## config.mk

```make
export PLATFORM = sky130hd
export DESIGN_NAME = adder_job_ctrl_flat
export DESIGN_NICKNAME = d
export VERILOG_FILES = /design/src/rtl/adder_job_ctrl_if.sv /design/src/rtl/adder_job_ctrl.sv /design/src/flat_wrapper.sv
export SDC_FILE = /design/constraint.sdc
export NUM_CORES = 1
export LEC_CHECK = 0
export BUFFER_PORTS_ARGS = -buffer_cell sky130_fd_sc_hd__buf_4
export CAP_MARGIN = 20
export CORE_UTILIZATION = 55
export DETAILED_ROUTE_END_ITERATION = 6
export PLACE_DENSITY = 0.93
export SETUP_SLACK_MARGIN = 0.3
export SYNTH_ARGS = -nofsm -noshare
export SYNTH_HDL_FRONTEND = slang
export SYNTH_SLANG_ARGS = --single-unit
export TNS_END_PERCENT = 10
```

## constraint.sdc

```tcl
create_clock -name clk -period 2.3 [get_ports clk]
set_input_delay 0.23 -clock clk [delete_from_list [all_inputs] [get_ports clk]]
set_output_delay 0.23 -clock clk [all_outputs]
set_load 0.02 [all_outputs]
```

## src/rtl/adder_job_ctrl_if.sv

```systemverilog
// -----------------------------------------------------------------------------
// adder_job_ctrl_if
// Bundles the host-endpoint and engine-side signals of adder_job_ctrl.
//   master : host/engine side (drives pipe-in, triggers, engine done/result)
//   slave  : the job controller
// Signals
//   wr_valid/wr_data   pipe-in write strobe and word
//   start_trig         one-cycle start trigger
//   rd_req/rd_data     pipe-out read strobe and registered word
//   done_trig          one-cycle job-done pulse
//   eng_start/eng_din  engine start pulse and packed operand
//   eng_done/eng_dout  engine done pulse and result
//   busy/status        RUN indicator, {ovf_err, start_err, result_ready, armed}
// -----------------------------------------------------------------------------
interface adder_job_ctrl_if #(
   parameter int N_WORDS = 4,
   parameter int WORD_W  = 32,
   parameter int RES_W   = 16
);
   logic                      wr_valid;
   logic [WORD_W-1:0]         wr_data;
   logic                      start_trig;
   logic                      rd_req;
   logic [WORD_W-1:0]         rd_data;
   logic                      done_trig;
   logic                      eng_start;
   logic [N_WORDS*WORD_W-1:0] eng_din;
   logic                      eng_done;
   logic [RES_W-1:0]          eng_dout;
   logic                      busy;
   logic [3:0]                status;

   modport master (
      output wr_valid, wr_data, start_trig, rd_req, eng_done, eng_dout,
      input  rd_data, done_trig, eng_start, eng_din, busy, status
   );

   modport slave (
      input  wr_valid, wr_data, start_trig, rd_req, eng_done, eng_dout,
      output rd_data, done_trig, eng_start, eng_din, busy, status
   );
endinterface

```

## src/rtl/adder_job_ctrl.sv

```systemverilog
// -----------------------------------------------------------------------------
// adder_job_ctrl
// Job sequencer between the host endpoints and the adder_tree_fsm engine.
// Packs N_WORDS pipe-in words into the engine operand (first word = MSB word),
// starts the engine, captures its zero-extended result, pulses done_trig and
// serves the result to pipe-out MSB word first. Protocol misuse sets sticky
// error bits (ovf_err for writes outside IDLE/LOAD, start_err for a start
// outside ARMED).
// Ports
//   clk   : single clock (okClk domain)
//   rstn  : asynchronous active-low reset
//   clr   : synchronous soft clear, same effect as reset
//   bus   : adder_job_ctrl_if.slave (pipe, triggers, engine, busy/status)
// Build option
//   AUTO_START_EN : engine starts automatically on the N_WORDS-th write;
//                   start_trig is ignored and start_err is never set.
// -----------------------------------------------------------------------------
module adder_job_ctrl #(
   parameter int N_WORDS = 4,
   parameter int WORD_W  = 32,
   parameter int RES_W   = 16
) (
   input  logic             clk,
   input  logic             rstn,
   input  logic             clr,
   adder_job_ctrl_if.slave  bus
);
   localparam int FRAME_W = N_WORDS * WORD_W;
   localparam int CNT_W   = (N_WORDS > 1) ? $clog2(N_WORDS) : 1;

   typedef enum logic [2:0] {S_IDLE, S_LOAD, S_ARMED, S_RUN, S_RESULT} state_t;

   state_t              state;
   logic [WORD_W-1:0]   op_w  [N_WORDS];
   logic [WORD_W-1:0]   res_w [N_WORDS];
   logic [WORD_W-1:0]   ext_w [N_WORDS];
   logic [FRAME_W-1:0]  dout_ext;
   logic [CNT_W-1:0]    wr_cnt, rd_cnt;
   logic [CNT_W-1:0]    wr_slot, rd_slot;
   logic [WORD_W-1:0]   rd_data_q;
   logic                eng_start_q, done_q;
   logic                ovf_err, start_err;
   logic                fill_ok, last_wr, last_rd;

   // Word k of a frame lives in slot N_WORDS-1-k, so counts map to slots downwards.
   assign wr_slot = CNT_W'(N_WORDS - 1) - wr_cnt;
   assign rd_slot = CNT_W'(N_WORDS - 1) - rd_cnt;
   assign last_wr = (wr_cnt == CNT_W'(N_WORDS - 1));
   assign last_rd = (rd_cnt == CNT_W'(N_WORDS - 1));
   assign fill_ok = (state == S_IDLE) || (state == S_LOAD);

   assign dout_ext = FRAME_W'(bus.eng_dout);

   for (genvar g = 0; g < N_WORDS; g++) begin : g_pack
      assign bus.eng_din[g*WORD_W +: WORD_W] = op_w[g];
      assign ext_w[g] = dout_ext[g*WORD_W +: WORD_W];
   end

   assign bus.rd_data   = rd_data_q;
   assign bus.done_trig = done_q;
   assign bus.eng_start = eng_start_q;
   assign bus.busy      = (state == S_RUN);
   assign bus.status    = {ovf_err, start_err, state == S_RESULT, state == S_ARMED};

   always_ff @(posedge clk or negedge rstn) begin
      if (!rstn) begin
         state       <= S_IDLE;
         op_w        <= '{default: '0};
         res_w       <= '{default: '0};
         wr_cnt      <= '0;
         rd_cnt      <= '0;
         rd_data_q   <= '0;
         eng_start_q <= 1'b0;
         done_q      <= 1'b0;
         ovf_err     <= 1'b0;
         start_err   <= 1'b0;
      end else if (clr) begin
         // Soft clear; a late eng_done after this is ignored because state leaves RUN.
         state       <= S_IDLE;
         op_w        <= '{default: '0};
         res_w       <= '{default: '0};
         wr_cnt      <= '0;
         rd_cnt      <= '0;
         rd_data_q   <= '0;
         eng_start_q <= 1'b0;
         done_q      <= 1'b0;
         ovf_err     <= 1'b0;
         start_err   <= 1'b0;
      end else begin
         eng_start_q <= 1'b0;
         done_q      <= 1'b0;

         if (bus.wr_valid) begin
            if (fill_ok) begin
               op_w[wr_slot] <= bus.wr_data;
               if (last_wr) begin
                  wr_cnt <= '0;
                  state  <= S_ARMED;
`ifdef AUTO_START_EN
                  eng_start_q <= 1'b1;
`endif
               end else begin
                  wr_cnt <= wr_cnt + 1'b1;
                  state  <= S_LOAD;
               end
            end else begin
               ovf_err <= 1'b1;
            end
         end

`ifdef AUTO_START_EN
         // The start pulse was already issued with the filling write; ARMED lasts one cycle.
         if (state == S_ARMED) state <= S_RUN;
`else
         // Start is judged on the current state, so a start coinciding with the
         // filling write sees LOAD and is rejected.
         if (bus.start_trig) begin
            if (state == S_ARMED) begin
               eng_start_q <= 1'b1;
               state       <= S_RUN;
            end else begin
               start_err <= 1'b1;
            end
         end
`endif

         if ((state == S_RUN) && bus.eng_done) begin
            res_w  <= ext_w;
            rd_cnt <= '0;
            done_q <= 1'b1;
            state  <= S_RESULT;
         end

         if (bus.rd_req) begin
            if (state == S_RESULT) begin
               rd_data_q <= res_w[rd_slot];
               if (last_rd) begin
                  rd_cnt <= '0;
                  state  <= S_IDLE;
                  op_w   <= '{default: '0};
               end else begin
                  rd_cnt <= rd_cnt + 1'b1;
               end
            end else begin
               rd_data_q <= '0;
            end
         end
      end
   end
endmodule

```

## src/flat_wrapper.sv

```systemverilog
// flat-port wrapper written by rule: the top's interface ports become plain ports
module adder_job_ctrl_flat 
#(
   parameter int N_WORDS = 4,
   parameter int WORD_W  = 32,
   parameter int RES_W   = 16
)
  (clk, rstn, clr, bus_wr_valid, bus_wr_data, bus_start_trig, bus_rd_req, bus_eng_done, bus_eng_dout, bus_rd_data, bus_done_trig, bus_eng_start, bus_eng_din, bus_busy, bus_status);
  adder_job_ctrl_if #(.N_WORDS(N_WORDS), .WORD_W(WORD_W), .RES_W(RES_W)) bus_i ();
  input  logic clk;
  input  logic rstn;
  input  logic clr;
  input wire logic [$bits(bus_i.wr_valid)-1:0] bus_wr_valid;
  input wire logic [$bits(bus_i.wr_data)-1:0] bus_wr_data;
  input wire logic [$bits(bus_i.start_trig)-1:0] bus_start_trig;
  input wire logic [$bits(bus_i.rd_req)-1:0] bus_rd_req;
  input wire logic [$bits(bus_i.eng_done)-1:0] bus_eng_done;
  input wire logic [$bits(bus_i.eng_dout)-1:0] bus_eng_dout;
  output wire logic [$bits(bus_i.rd_data)-1:0] bus_rd_data;
  output wire logic [$bits(bus_i.done_trig)-1:0] bus_done_trig;
  output wire logic [$bits(bus_i.eng_start)-1:0] bus_eng_start;
  output wire logic [$bits(bus_i.eng_din)-1:0] bus_eng_din;
  output wire logic [$bits(bus_i.busy)-1:0] bus_busy;
  output wire logic [$bits(bus_i.status)-1:0] bus_status;
  assign bus_i.wr_valid = bus_wr_valid;
  assign bus_i.wr_data = bus_wr_data;
  assign bus_i.start_trig = bus_start_trig;
  assign bus_i.rd_req = bus_rd_req;
  assign bus_i.eng_done = bus_eng_done;
  assign bus_i.eng_dout = bus_eng_dout;
  assign bus_rd_data = bus_i.rd_data;
  assign bus_done_trig = bus_i.done_trig;
  assign bus_eng_start = bus_i.eng_start;
  assign bus_eng_din = bus_i.eng_din;
  assign bus_busy = bus_i.busy;
  assign bus_status = bus_i.status;
  adder_job_ctrl #(.N_WORDS(N_WORDS), .WORD_W(WORD_W), .RES_W(RES_W)) u_core (.clk(clk), .rstn(rstn), .clr(clr), .bus(bus_i));
endmodule
```

==> results of run 1 <==
==> cell usage in the layout (no fill, tap or decap), types with 5 or more instances in the layout <==
master	n
nand2_1	259
buf_4	221
dfrtp_1	170
a21oi_1	131
a22o_1	32
clkbuf_16	17
conb_1	16
nor2_1	7
inv_1	5
ha_1	5
buf_12	5
==> worst max-delay path, stage by stage (launching register included) <==
cell	delay (ns)
dfrtp_1	0.40
buf_6	0.17
or3b_2	0.51
inv_1	0.07
buf_4	0.13
==> power by group through the flow <==
stage	clock network (mW)	registers [mW]	logic, mW
5_1_grt	2.88	3.16	0.861
4_1_cts	2.76	3.16	0.796
3_3_place_gp	0	3.21	0.769
2_1_floorplan	0	3.31	0.330
6_report	2.74	3.16	0.797
3_5_place_dp	0	3.21	0.787
==> timing repair <==
item	CTS	global route
hold endpoints to repair	50	0
hold buffers	1	0
gates resized for setup	2	0
gates cloned	0	0
buffers inserted	1	1
endpoints found under the setup margin	1	1
==> path summary, 6_finish.rpt <==
| check | startpoint | to | slack, ns | depth (start not counted) |
|---|---|---|---|---|
| worst min-delay path | bus_eng_dout[4] | u_core.res_w[100]$_DFFE_PN0P_ | 0.02 | 2 |
| max in group asynchronous | rstn | u_core.bus.eng_din[21]$_DFF_PN0_ | 1.27 | 3 |
| min in group asynchronous | rstn | u_core.bus.rd_data[5]$_DFFE_PN0P_ | 0.34 | 2 |
| worst max-delay path | u_core.state[2]$_DFF_PN0_ | bus_status[0] | 0.36 | 4 |
| worst max register to register | u_core.wr_cnt[0]$_DFFE_PN0P_ | u_core.bus.eng_din[46]$_DFF_PN0_ | 0.48 | 6 |
| worst min register to register | u_core.res_w[102]$_DFFE_PN0P_ | u_core.bus.rd_data[6]$_DFFE_PN0P_ | 0.48 | 1 |
==> logic make-up (layout without fill, tap and decap cells) <==
| group | count (synthesis) | count (layout) | share of synthesized area |
|---|---|---|---|
| buffers and inverters | 79 | 264 | 0.0786 |
| DFF | 171 | 171 | 0.600 |
| muxes | 3 | 3 | 0.00421 |
| adders and majority gates | 5 | 5 | 0.00877 |
| AOI/OAI and AO/OA | 170 | 170 | 0.139 |
| and+or+nand+nor | 286 | 286 | 0.169 |
| other | 1 | 16 | 0.000526 |
==> layer usage <==
layer  share of wire  GRT usage  vias up
met2            0.51      0.483      319
li1                -          -     2711
met3           0.063     0.0486       61
met1            0.39      0.360     2908
met5               0          0        -
met4           0.041      0.179        0
==> synth_stat cells, drive strengths merged <==
master / n
nand2: 259
dfrtp: 171
a21oi: 131
buf: 71
a22o: 32
nor2: 8
ha: 5
inv: 5
nand4bb: 5
nor4bb: 4
clkbuf: 3
mux2i: 3
nor3b: 3
a31o: 2
o21ai: 2
a31oi: 1
and3b: 1
conb: 1
nand2b: 1
nand4b: 1
nor2b: 1
nor3: 1
nor4: 1
o211a: 1
o32ai: 1
or3b: 1
==> area by class of cell <==
cell class,count,share of cell area
clock buffers,22,0.0499
clock inverters,8,0.0102
inverters,5,0.00202
multi-input cells,480,0.262
flip-flops and latches,171,0.460
well taps,172,0.0231
repair buffers,229,0.193
==> registers in the layout, summed over array words and instances, names as in the netlist <==
| signal | cells |
|---|---|
| u_core.res_w | 16 |
| u_core.bus.eng_din | 128 |
| u_core.wr_cnt | 2 |
| u_core.state | 3 |
| u_core.bus.eng_start | 1 |
| u_core.rd_cnt | 2 |
| u_core.bus.rd_data | 16 |
| u_core.ovf_err | 1 |
| u_core.start_err | 1 |
| u_core.bus.done_trig | 1 |
==> metrics by stage <==
step / cells / utilization / setup WS [ns] / area [µm²] / hold slack [ns]
after floorplan: 730 / - / 0.731 / 7190 / -0.0656
after global placement: 1053 / 0.690 / 0.451 / 8700 / 0.216
after detailed placement: 1053 / 0.690 / 0.421 / 8700 / 0.215
after CTS: 1085 / 0.736 / 0.313 / 9290 / 0.0103
after global routing: 1087 / 0.737 / 0.300 / 9300 / 0.0190
final: 1087 / 0.737 / 0.365 / 9300 / 0.0247
==> qor.yml, run 1 <==
clocking:
  cts.path.max_buffers: 2
  clock_sinks: 171
  cts_tree: "yes"
  cts-root-buf: "clkbuf_16"
  cts_buffers: 17
  clk_latency_ns: 0.42
  path_clk_slew_ns: 0.06
  htreeDepth: 4
floorplan:
  core_area_mm2: 0.0126
  die_h_um: 116
  fp-row-count: 41
  ioPinCount: 222
  initial_core_util: 0.565
  dieArea_mm2: 0.0134
  die_w_um: 116
place:
  hpwl_mm: 12.8
  gp_congestion: 0.770
  io_buffers: 205
pwr:
  p_seq_frac: 0.471
  clkPwrFrac: 0.410
  power.density_mw_per_mm2: 720
  p_total_mw: 6.70
  p_switching_mw: 1.68
  peakVddDrop_mv: 0.446
  p_int_mw: 5.02
  p_sw_frac: 0.250
  combPwrFrac: 0.119
  p_leak_nw: 4.52
layout:
  seq_area_mm2: 0.00428
  multi_input_area_mm2: 0.00244
  syn2layout_area_growth_pct: 30.4
  nFillCells: 890
  insertedDiodeCount: 0
  final_layout_size_suffix_gt1_frac: 0.296
  final_net_count: 964
synthesis:
  yosysTopAreaCell: "dfrtp_1"
  avgSynthCellArea_um2: 9.97
  ys_ff_latch: 171
  synth_area_leaders: "dfrtp_1 60%, nand2_1 14%, a21oi_1 9.2%"
  syn_area_mm2: 0.00713
  ys_warn_count: 0
  syn_inst: 715
  yosysSeqAreaShare: 0.600
  synth_top_area_frac: 0.600
  synth.distinct_cells: 31
detailed_routing:
  dr.pass1.iters: 5
  vias: 5999
  drtAntennaViolNets: 0
  drtIter0Drc: 557
  wl_per_cell_um: 17.6
  wl_mm: 19.1
  drc: 0
  drt-vias-per-instance: 5.52
sta:
  skew_ns: 0.00661
  rsz0062_at_grt: "no"
  relSlewSlack: 0.569
  period_minus_slack_ns: 1.94
  max_freq_ghz: 0.517
  tightest_slew_ns: 0.645
  hold_viol_final: 0
  setup_violations: 0
  finalSetupTns_ns: 0
  drv_slew: 0
  finalCritPeriodShare: 0.842
setup_path:
  setup.worst_path.end_class: "output port"
  criticalPathCategory: "flip-flop to output port"
  cp.arrival_ns: 1.71
  crit_required_ns: 2.07
  cp-start-kind: "flip-flop"
  crit_fanout: 16
global_routing:
  grt_pass1_vias: 5804
  grt-ovfl-total: 0
  grt_max_degree: 59
  grt_usage: 0.291
  antenna_found_initial: 0
  grt_pass1_wl_mm: 29.2
run_status:
  outcome: "finished, final reports clean"
flow_run:
  drv_cap: 0
min_path:
  min_path_type: "input pin to flip-flop"
(Power assumes the default switching activity.)
==> run 2, diff against run 1 <==
CORE_UTILIZATION = 46   (was 55)
PLACE_DENSITY = 0.84   (was 0.93)
clock period = 1.65 ns   (was 2.3 ns; I/O delays follow)
==> run 2 against run 1 <==
Net effect: setup slack worse by 0.35 ns; sequential cell count stayed put; count of clock-buffer cells in the layout is 1 lower; utilization is 2.7 points lower; critical endpoint unchanged; highest routed layer unchanged.
==> qor.yml, run 2 (synthesized netlist as in run 1, its figures left out) <==
clocking:
  clk_latency_ns: 0.43  # was 0.42 ns
  cts.path.max_buffers: 2  # unchanged
  path_clk_slew_ns: 0.07  # was 0.06 ns
  cts_tree: "yes"  # unchanged
  htreeDepth: 4  # unchanged
  clock_sinks: 171  # unchanged
  cts-root-buf: "clkbuf_16"  # unchanged
  cts_buffers: 17  # unchanged
floorplan:
  die_w_um: 127  # was 116 µm
  ioPinCount: 222  # unchanged
  initial_core_util: 0.471  # was 0.565
  dieArea_mm2: 0.0160  # was 0.0134 mm²
  die_h_um: 127  # was 116 µm
  fp-row-count: 45  # was 41
  core_area_mm2: 0.0151  # was 0.0126 mm²
setup_path:
  cp_top_family: "flip-flops"  # was simple AND/OR/NAND/NOR gates
  crit_chain: "or3b_4 > inv_2 > buf_6"  # was buf_6 > or3b_2 > inv_1 > buf_4
  crit_fanout: 4  # was 16
  setup.worst_path.end_class: "output port"  # unchanged
  cp_slowest_cell: "dfrtp_2"  # was or3b_2
  endpoint: "bus_status[0]"  # unchanged
  r2r_end: "u_core.bus.eng_din[115]$_DFF_PN0_"  # was u_core.bus.eng_din[46]$_DFF_PN0_
  reg2reg_slack_ns: 0.02  # was 0.48 ns
  cpPeakStageDelay_ns: 0.45  # was 0.51 ns
  path_buf_inv: 2  # was 3
  criticalPathCategory: "flip-flop to output port"  # unchanged
  crit_required_ns: 1.48  # was 2.07 ns
  critical_path.startpoint: "u_core.state[2]$_DFF_PN0_"  # unchanged
  cp-start-kind: "flip-flop"  # unchanged
  worstRegToRegCells: 8  # was 6
  cp.arrival_ns: 1.47  # was 1.71 ns
  crit_cells: 3  # was 4
  r2r-start: "u_core.wr_cnt[1]$_DFFE_PN0P_"  # was u_core.wr_cnt[0]$_DFFE_PN0P_
sta:
  max_freq_ghz: 0.612
  finalCritPeriodShare: 0.990
  drv_slew: 0  # unchanged
  hold_viol_final: 0  # unchanged
  rsz0062_at_grt: "yes"  # was no
  skew_ns: 0.00838  # was 0.00661 ns
  period_minus_slack_ns: 1.63
  setup_ws_ns: 0.0171  # was 0.365 ns
  setup_violations: 0  # unchanged
detailed_routing:
  wl_per_cell_um: 19.3  # was 17.6 µm
  drtIter0Drc: 469  # was 557
  dr.pass1.iters: 5  # unchanged
  drt-vias-per-instance: 5.51  # was 5.52
  vias: 6570  # was 5999
  drc: 0  # unchanged
  drtAntennaViolNets: 0  # unchanged
  wl_mm: 23.0  # was 19.1 mm
layout:
  final_layout_size_suffix_gt1_frac: 0.370  # was 0.296
  final_net_count: 1051  # was 964
  syn2layout_area_growth_pct: 50.8  # was 30.4%
  layout_commonest_cell: "nand2_1"  # unchanged
  final_cell_mix: "246 x nand2_1, 228 x buf_4, 167 x dfrtp_1"  # was 259 x nand2_1, 221 x buf_4, 170 x dfrtp_1
  largest_register_ffs: 128  # unchanged
  insertedDiodeCount: 0  # unchanged
global_routing:
  antenna_found_initial: 0  # unchanged
  grt_pass1_wl_mm: 33.9  # was 29.2 mm
  grt-ovfl-total: 0  # unchanged
  grt_usage: 0.280  # was 0.291
  grt_max_degree: 52  # was 59
  grt_pass1_vias: 6274  # was 5804
place:
  dp_slack_ns: 0.0777  # was 0.421 ns
  gp_congestion: 0.838  # was 0.770
  hpwl_mm: 13.2  # was 12.8 mm
  io_buffers: 205  # unchanged
flow_run:
  drv_cap: 0  # unchanged
pwr:
  peakVddDrop_mv: 0.669  # was 0.446 mV
  power.density_mw_per_mm2: 920  # was 720 mW/mm²
  p_leak_nw: 5.17  # was 4.52 nW
  p_total_mw: 9.89  # was 6.70 mW
min_path:
  min_path_type: "input pin to flip-flop"  # unchanged
run_status:
  outcome: "finished, final reports clean"  # unchanged
-- run 2: cell types whose count changed in the layout (fill, tap and decap cells not counted), sizes merged --
cell,before,now
dlygate4sd3,1,44
buf,228,266
inv,5,9
clkbuf,22,25
bufbuf,0,2
bufinv,2,1
-- run 2: through the flow --
stage / instance area [µm²] / std cells / TNS (ns) / hold WS [ns] / utilization
global placement: 8930 / 1085 / 0 / 0.152 / 0.590
CTS: 10300 / 1176 / 0 / 0.00249 / 0.678
finish: 10800 / 1192 / 0 / 0.0216 / 0.710
floorplan: 7210 / 730 / 0 / -0.131 / -
global route: 10800 / 1192 / -0.624 / 0.0115 / 0.710
detailed placement: 8930 / 1085 / 0 / 0.150 / 0.590
-- run 2: final cells by class --
type | count | area (µm²)
fillers | 1026 | 4390
flip-flops and latches | 171 | 4280
repair buffers | 316 | 2960
multi-input cells | 480 | 2680
clock buffers | 21 | 470
well taps | 188 | 235
clock inverters | 11 | 110
inverters | 5 | 18.8
-- run 2: metal layers --
metal  up-vias  GRT usage  wire (µm)
met5         -          0          0
met1      3266      0.356       9350
li1       2893          -          -
met4         0      0.137        827
met2       343      0.463      11300
met3        68     0.0498       1530
-- run 2: worst min-delay path by stage --
stage	start	endpoint	cells past startpoint
4_1_cts	bus_wr_data[28]	u_core.bus.eng_din[92]$_DFF_PN0_	3
6_report	bus_wr_data[28]	u_core.bus.eng_din[60]$_DFF_PN0_	3
3_5_place_dp	rstn	u_core.res_w[96]$_DFFE_PN0P_	1
2_1_floorplan	rstn	u_core.bus.done_trig$_DFF_PN0_	0
3_3_place_gp	rstn	u_core.res_w[96]$_DFFE_PN0P_	1
5_1_grt	bus_wr_data[26]	u_core.bus.eng_din[122]$_DFF_PN0_	3
-- run 2: power by group --
part           internal (mW)  switching, mW
clock                   2.22           1.71
combinational          0.690          0.875
sequential              4.32         0.0773
total                   7.23           2.66
-- run 2: tightest hold or removal path: cells and delay by family --
| kind | cells | cell delay, ns |
|---|---|---|
| buf+inv | 1 | 0.13 |
| simple gates | 1 | 0.06 |
| compound gates | 1 | 0.05 |
-- run 2: timing repair --
item | CTS | global route
hold endpoints to repair | 119 | 0
endpoints found under the setup margin | 169 | 169
setup buffers | 9 | 10
hold buffers | 44 | 0
gates resized for setup | 18 | 85
pin swaps | 3 | 65
gates cloned | 6 | 5
